--- src/rtl/rf_wb_arbiter.sv ---
// Round-robin write-back arbiter for the single RF write port, with a registered output stage
// and a pending-write scoreboard for RAW hazard checks. Optional stall counters: RF_WB_STATS_EN.
module rf_wb_arbiter #(
  parameter int DW = 32,
  parameter int AW = 5
) (
  input  logic              clk,
  input  logic              rst,
  input  logic              req0_valid,
  output logic              req0_ready,
  input  logic [AW-1:0]     req0_addr,
  input  logic [DW-1:0]     req0_data,
  input  logic              req1_valid,
  output logic              req1_ready,
  input  logic [AW-1:0]     req1_addr,
  input  logic [DW-1:0]     req1_data,
  input  logic              rsv_en,
  input  logic [AW-1:0]     rsv_addr,
  input  logic [AW-1:0]     chk_addr1,
  input  logic [AW-1:0]     chk_addr2,
  output logic              chk_busy1,
  output logic              chk_busy2,
  output logic              rf_we,
  output logic [AW-1:0]     rf_waddr,
  output logic [DW-1:0]     rf_wdata,
  output logic [(1<<AW)-1:0] pending
`ifdef RF_WB_STATS_EN
  ,
  output logic [15:0]       stall0_cnt,
  output logic [15:0]       stall1_cnt
`endif
);

  localparam int NREG = 1 << AW;

  logic            prio_q, prio_d;
  logic            rf_we_q, rf_we_d;
  logic [AW-1:0]   rf_waddr_q, rf_waddr_d;
  logic [DW-1:0]   rf_wdata_q, rf_wdata_d;
  logic [NREG-1:0] pending_q, pending_d;
  logic            grant0, grant1;

  // prio names the requester that wins when both are valid
  always_comb begin
    grant0 = 1'b0;
    grant1 = 1'b0;
    if (!rst) begin
      if (req0_valid && (!req1_valid || !prio_q)) begin
        grant0 = 1'b1;
      end else if (req1_valid) begin
        grant1 = 1'b1;
      end
    end
  end

  always_comb begin
    prio_d     = prio_q;
    rf_we_d    = 1'b0;
    rf_waddr_d = rf_waddr_q;
    rf_wdata_d = rf_wdata_q;
    if (grant0) begin
      prio_d     = 1'b1;
      rf_we_d    = (req0_addr != '0);
      rf_waddr_d = req0_addr;
      rf_wdata_d = req0_data;
    end else if (grant1) begin
      prio_d     = 1'b0;
      rf_we_d    = (req1_addr != '0);
      rf_waddr_d = req1_addr;
      rf_wdata_d = req1_data;
    end
  end

  // Clear first so a same-edge reserve of the register being written keeps it pending
  always_comb begin
    pending_d = pending_q;
    if (rf_we_q) begin
      pending_d[rf_waddr_q] = 1'b0;
    end
    if (rsv_en && (rsv_addr != '0)) begin
      pending_d[rsv_addr] = 1'b1;
    end
    pending_d[0] = 1'b0;
  end

  always_ff @(posedge clk or posedge rst) begin
    if (rst) begin
      prio_q     <= 1'b0;
      rf_we_q    <= 1'b0;
      rf_waddr_q <= '0;
      rf_wdata_q <= '0;
      pending_q  <= '0;
    end else begin
      prio_q     <= prio_d;
      rf_we_q    <= rf_we_d;
      rf_waddr_q <= rf_waddr_d;
      rf_wdata_q <= rf_wdata_d;
      pending_q  <= pending_d;
    end
  end

  assign req0_ready = grant0;
  assign req1_ready = grant1;
  assign chk_busy1  = pending_q[chk_addr1];
  assign chk_busy2  = pending_q[chk_addr2];
  assign rf_we      = rf_we_q;
  assign rf_waddr   = rf_waddr_q;
  assign rf_wdata   = rf_wdata_q;
  assign pending    = pending_q;

`ifdef RF_WB_STATS_EN
  logic [1:0][15:0] stall_cnt_q, stall_cnt_d;
  logic [1:0]       stalled;

  assign stalled = {req1_valid && !grant1, req0_valid && !grant0};

  always_comb begin
    stall_cnt_d = stall_cnt_q;
    for (int k = 0; k < 2; k++) begin
      if (stalled[k] && (stall_cnt_q[k] != 16'hFFFF)) begin
        stall_cnt_d[k] = stall_cnt_q[k] + 16'd1;
      end
    end
  end

  always_ff @(posedge clk or posedge rst) begin
    if (rst) begin
      stall_cnt_q <= '0;
    end else begin
      stall_cnt_q <= stall_cnt_d;
    end
  end

  assign stall0_cnt = stall_cnt_q[0];
  assign stall1_cnt = stall_cnt_q[1];
`endif

endmodule
--- config.mk ---
export PLATFORM = sky130hd
export DESIGN_NAME = rf_wb_arbiter
export DESIGN_NICKNAME = d
export VERILOG_FILES = /design/src/rtl/rf_wb_arbiter.sv
export SDC_FILE = /design/constraint.sdc
export NUM_CORES = 1
export LEC_CHECK = 0
export CAP_MARGIN = 15
export CORE_MARGIN = 2
export CORE_UTILIZATION = 40
export DETAILED_ROUTE_END_ITERATION = 10
export GPL_TIMING_DRIVEN = 0
export HOLD_SLACK_MARGIN = 0.02
export PLACE_DENSITY = 0.78
export SLEW_MARGIN = 5
export SYNTH_ARGS = -nofsm -noshare
export SYNTH_HDL_FRONTEND = slang
export SYNTH_SLANG_ARGS = --single-unit
--- constraint.sdc ---
create_clock -name clk -period 3.56 [get_ports clk]
set_clock_uncertainty 0.15 [all_clocks]
set_input_delay 0.356 -clock clk [delete_from_list [all_inputs] [get_ports clk]]
set_output_delay 0.356 -clock clk [all_outputs]
set_load 0.02 [all_outputs]
== Word-level counts from Yosys, hierarchy flattened ==
Cells that the tools add are included.
Storage, ports and cells
  flip-flop bits (word level): 70
  word-level logic and storage cells: 48
Cells by class
  multiplexer cells: 23
  reduce and logical (&&, ||, !) cells: 11
  magnitude comparators: 6
  bitwise gates (word level): 3
Operators by type and width (number)
  $mux 32: 4
  $and 32x32->32: 1
  $not 32->32: 1
  $or 32x32->32: 1
  $lt 5x6->1 const B: 4
  $reduce_bool 5->1: 3
  $mux 1: 13
  $bmux 1 s5: 2
  $demux 1 s5: 2
  $ge 5x1->1 const B: 2
  $mux 5: 2
  $logic_and 1x1->1: 4
  $logic_not 1->1: 2
  $reduce_bool 2->1: 1
  $logic_or 1x1->1: 1

== Logic depth before layout (Yosys ltp) ==
  depth in word-level cells: 9
  gate-level depth with buffers: 6
  depth with buffers taken out: 4

== Worst setup path after synthesis ==
Ideal clock, no wire load.
  path type: input to register
  from: input rst
  to: register prio_q
  required time: 3.292 ns
  arrival time: 2.143 ns
  buffers on the path: 0
  cell stages on the path: 3
  path slack: 1.149 ns
  cells stage by stage: inv_1 nand2_1 a21o_1
On the way
  word-level cells in the longest chain between the ends: 2
  elaborated cells between the ends (all ways): 4
RTL lines
  from (decl): line 8  | input logic rst,
  $mux 1: line 47  | if (!rst) begin
  $mux 1 or $reduce_bool 2->1 (tied branches)
  to (signal assigned): line 94  | prio_q <= prio_d;
  to (decl): line 36  | logic prio_q, prio_d;
Parallel ways exist; a longest one is shown, timed or not.
A chain may end at the register's enable or synchronous reset.

== Worst setup path in the final report ==
  from: input rst
  to: output req1_ready
On the way
  word-level cells in the longest chain between the ends: 1
RTL lines
  $mux 1: line 47
  to (decl): line 14  | output logic req1_ready,
No other way between the ends.

==> results.yml <==
placement:
  place.gp.congestion: 0.885
  portBuffers: 162
  dp_cells: 643
  dp_hpwl_mm: 9.19
sta:
  fin_crit_sh: 0.797
  max_slew_margin: 0.419
  holdWs_ns: 0.395
  rsz0062_at_grt: "false"
  finalSetupViolCount: 0
  slew_viol_final: 0
  max_freq_mhz: 353
  tightestPinTransition_ns: 0.872
  finalHoldViolCount: 0
  finalSetupTns_ns: 0
  fin_crit_ns: 2.84
synth:
  ys.flop_type: "dfrtp_1"
  seq_area_frac_synth: 0.472
  ys_types: 32
  synth-seq-cells: 70
  synth_edf_count: 0
  async_flop_share: 1.00
  synth_fp_nets: 464
  synthesis.area_um2: 3710
  ys_warn_count: 0
  synthCells: 370
  avgSynthCellArea_um2: 10.0
layout:
  area_growth_syn_to_layout_pct: 52.9
  antenna_cells: 0
  layout.nets: 637
  fin_cells: 659
  drive_above_1_share: 0.0748
route:
  drt-initial-drc-count: 142
  drcViolationCount: 0
  vias: 3658
  wl_per_cell_um: 18.0
  drtAntennaViolNets: 0
  routed_wirelength_mm: 11.9
  routed_via_density: 5.55
  drtPass1Iterations: 4
hold_path:
  hp-start: "prio_q"
  min_to: "prio_q"
  min_path_type: "reg2reg"
  min_path_cells: 1
clocking:
  post_cts_buffers: 0
  clock_path_buffers: 2
  hold_buffers: 0
  cts-htree-levels: 3
  insertion_delay_ns: 0.34
  clockRootBuffer: "clkbuf_8"
  clock_sink_count: 70
  cts_resized: 0
  numCtsBuffers: 9
  path_clk_slew_ns: 0.07
  cts_tree: "done"
setup_path:
  cp_top_family: "buffers and inverters"
  r2r_start: "prio_q"
  crit_fanout: 10
  path_cells: "clkdlybuf4s50_1, and2b_1, buf_4, buf_6, o21a_1, clkdlybuf4s50_1"
  cp.depth: 6
  ff2ff_setup_slack_ns: 1.87
  critPathLaunchType: "primary input"
  slowest_stage: "clkdlybuf4s50_1"
  r2r_end: "rf_wdata[27]"
  end_kind: "output port"
  worst_path_most_repeated_cell: "clkdlybuf4s50_1"
  max_stage_delay_ns: 0.64
  timing.critical_path.buf_inv: 4
  required_ns: 3.05
  worstSetupPathType: "in2out"
  reg2regPathDepth: 5
  arrival_ns: 2.33
global_routing:
  grt_pass1_vias: 3725
  grt_max_degree: 72
  track_usage: 0.242
  grt_overflow_total: 0
  grt_pass1_wl_mm: 19.0
  antenna_found_initial: 0
die:
  rows: 35
  dieWidth_um: 100
  initial_core_util: 0.408
  fp.coreArea_um2: 9110
  die_y_um: 100
  dieArea_um2: 10100
  pin_count: 168
status:
  status: "finished, final reports clean"
power:
  leakage_nw: 2.22
  power_per_cell_area_nw_per_um2: 591
  vdd_ir_drop_max_v: 0.000326
job:
  maxCapViolCount: 0
==> power breakdown <==
part | internal (mW) | switching (mW)
sequential | 1.03 | 0.239
combinational | 0.728 | 0.701
clock | 0.362 | 0.301
total | 2.12 | 1.24
==> cell usage after synthesis (all sizes together) (2+ instances only) <==
library cell	n	area, um2
a211oi	3	27.5
a21oi	6	30.0
a22oi	4	30.0
buf	17	120
clkbuf	5	18.8
dfrtp	70	1750
inv	4	15.0
mux2i	55	551
mux4	6	143
nand2	43	161
nand2b	4	25.0
nand3	12	60.1
nand3b	10	75.1
nand4	2	12.5
nor2	6	22.5
nor2b	4	25.0
o2111ai	2	17.5
o211ai	2	15.0
o21ai	101	505
or3	2	12.5
or3b	6	52.6
or4	2	15.0
==> metrics by stage <==
step	power (mW)	instance area, um2	setup slack (ns)	util
2_1_floorplan	1.92	3710	1.15	-
3_3_place_gp	2.66	5470	0.0431	0.601
3_5_place_dp	2.71	5480	0.721	0.601
4_1_cts	3.37	5680	0.699	0.623
5_1_grt	3.53	5680	0.600	0.623
6_report	3.36	5680	0.724	0.623
==> worst max-delay path by stage <==
stage / from / endpoint / slack (ns)
detailed placement: rst / req1_ready / 0.72
finish: rst / req1_ready / 0.72
global placement: rst / pending[10] / 0.04
global route: req0_valid / req0_ready / 0.60
CTS: rst / req1_ready / 0.70
floorplan: rst / prio_q / 1.15
==> cell usage in the layout (no fill, tap or decap), types with 3 or more instances in the layout <==
master           Yosys  routed
nand3b_1            10      10
dfrtp_1             70      70
buf_2                9       9
nor2b_1              4       4
nand2_1             43      43
clkbuf_8             0      11
nor2_1               6       6
or3b_2               4       4
mux4_2               4       4
o21ai_1             14      14
nand3_1             12      12
buf_4                4       4
mux2i_1             55      55
clkdlybuf4s50_1      0     162
a21oi_1              6       6
buf_6                4       4
o21ai_0             87      87
inv_1                4       3
a22oi_1              4       4
nand2b_1             4       4
clkbuf_1             5       7
==> kinds of logic (layout without fill, tap and decap cells) <==
logic type	count (synthesis)	in the layout	share of synthesized area
other	1	1	0.00101
flip-flops	70	70	0.472
multiplexers	61	61	0.187
AND/OR/NAND/NOR	92	92	0.126
AO/OA/AOI/OAI	120	120	0.173
buffers and inverters	26	204	0.0415
==> routing by layer <==
| metal | up-vias | GRT usage | part of all wire |
|---|---|---|---|
| met5 | - | 0 | 0 |
| met4 | 0 | 0.0822 | 0.024 |
| met3 | 26 | 0.0850 | 0.091 |
| met2 | 176 | 0.409 | 0.49 |
| met1 | 1764 | 0.286 | 0.39 |
| li1 | 1692 | - | - |
==> layout make-up <==
cell class                 count  area, um2
buffer                        22        139
clock buffer                  13        159
clock inverter                 3       42.5
fill                         776       3430
inverter                       4       17.5
multi-input combinational    274       1810
sequential                    70       1750
tap                          111        139
timing repair buffer         162       1620
==> registers in the layout, summed over array words and instances (netlist names) <==
register and count:
rf_wdata 32, pending 31, rf_waddr 5, prio_q 1, rf_we 1
Note: power is estimated with default switching activity, not from simulation.
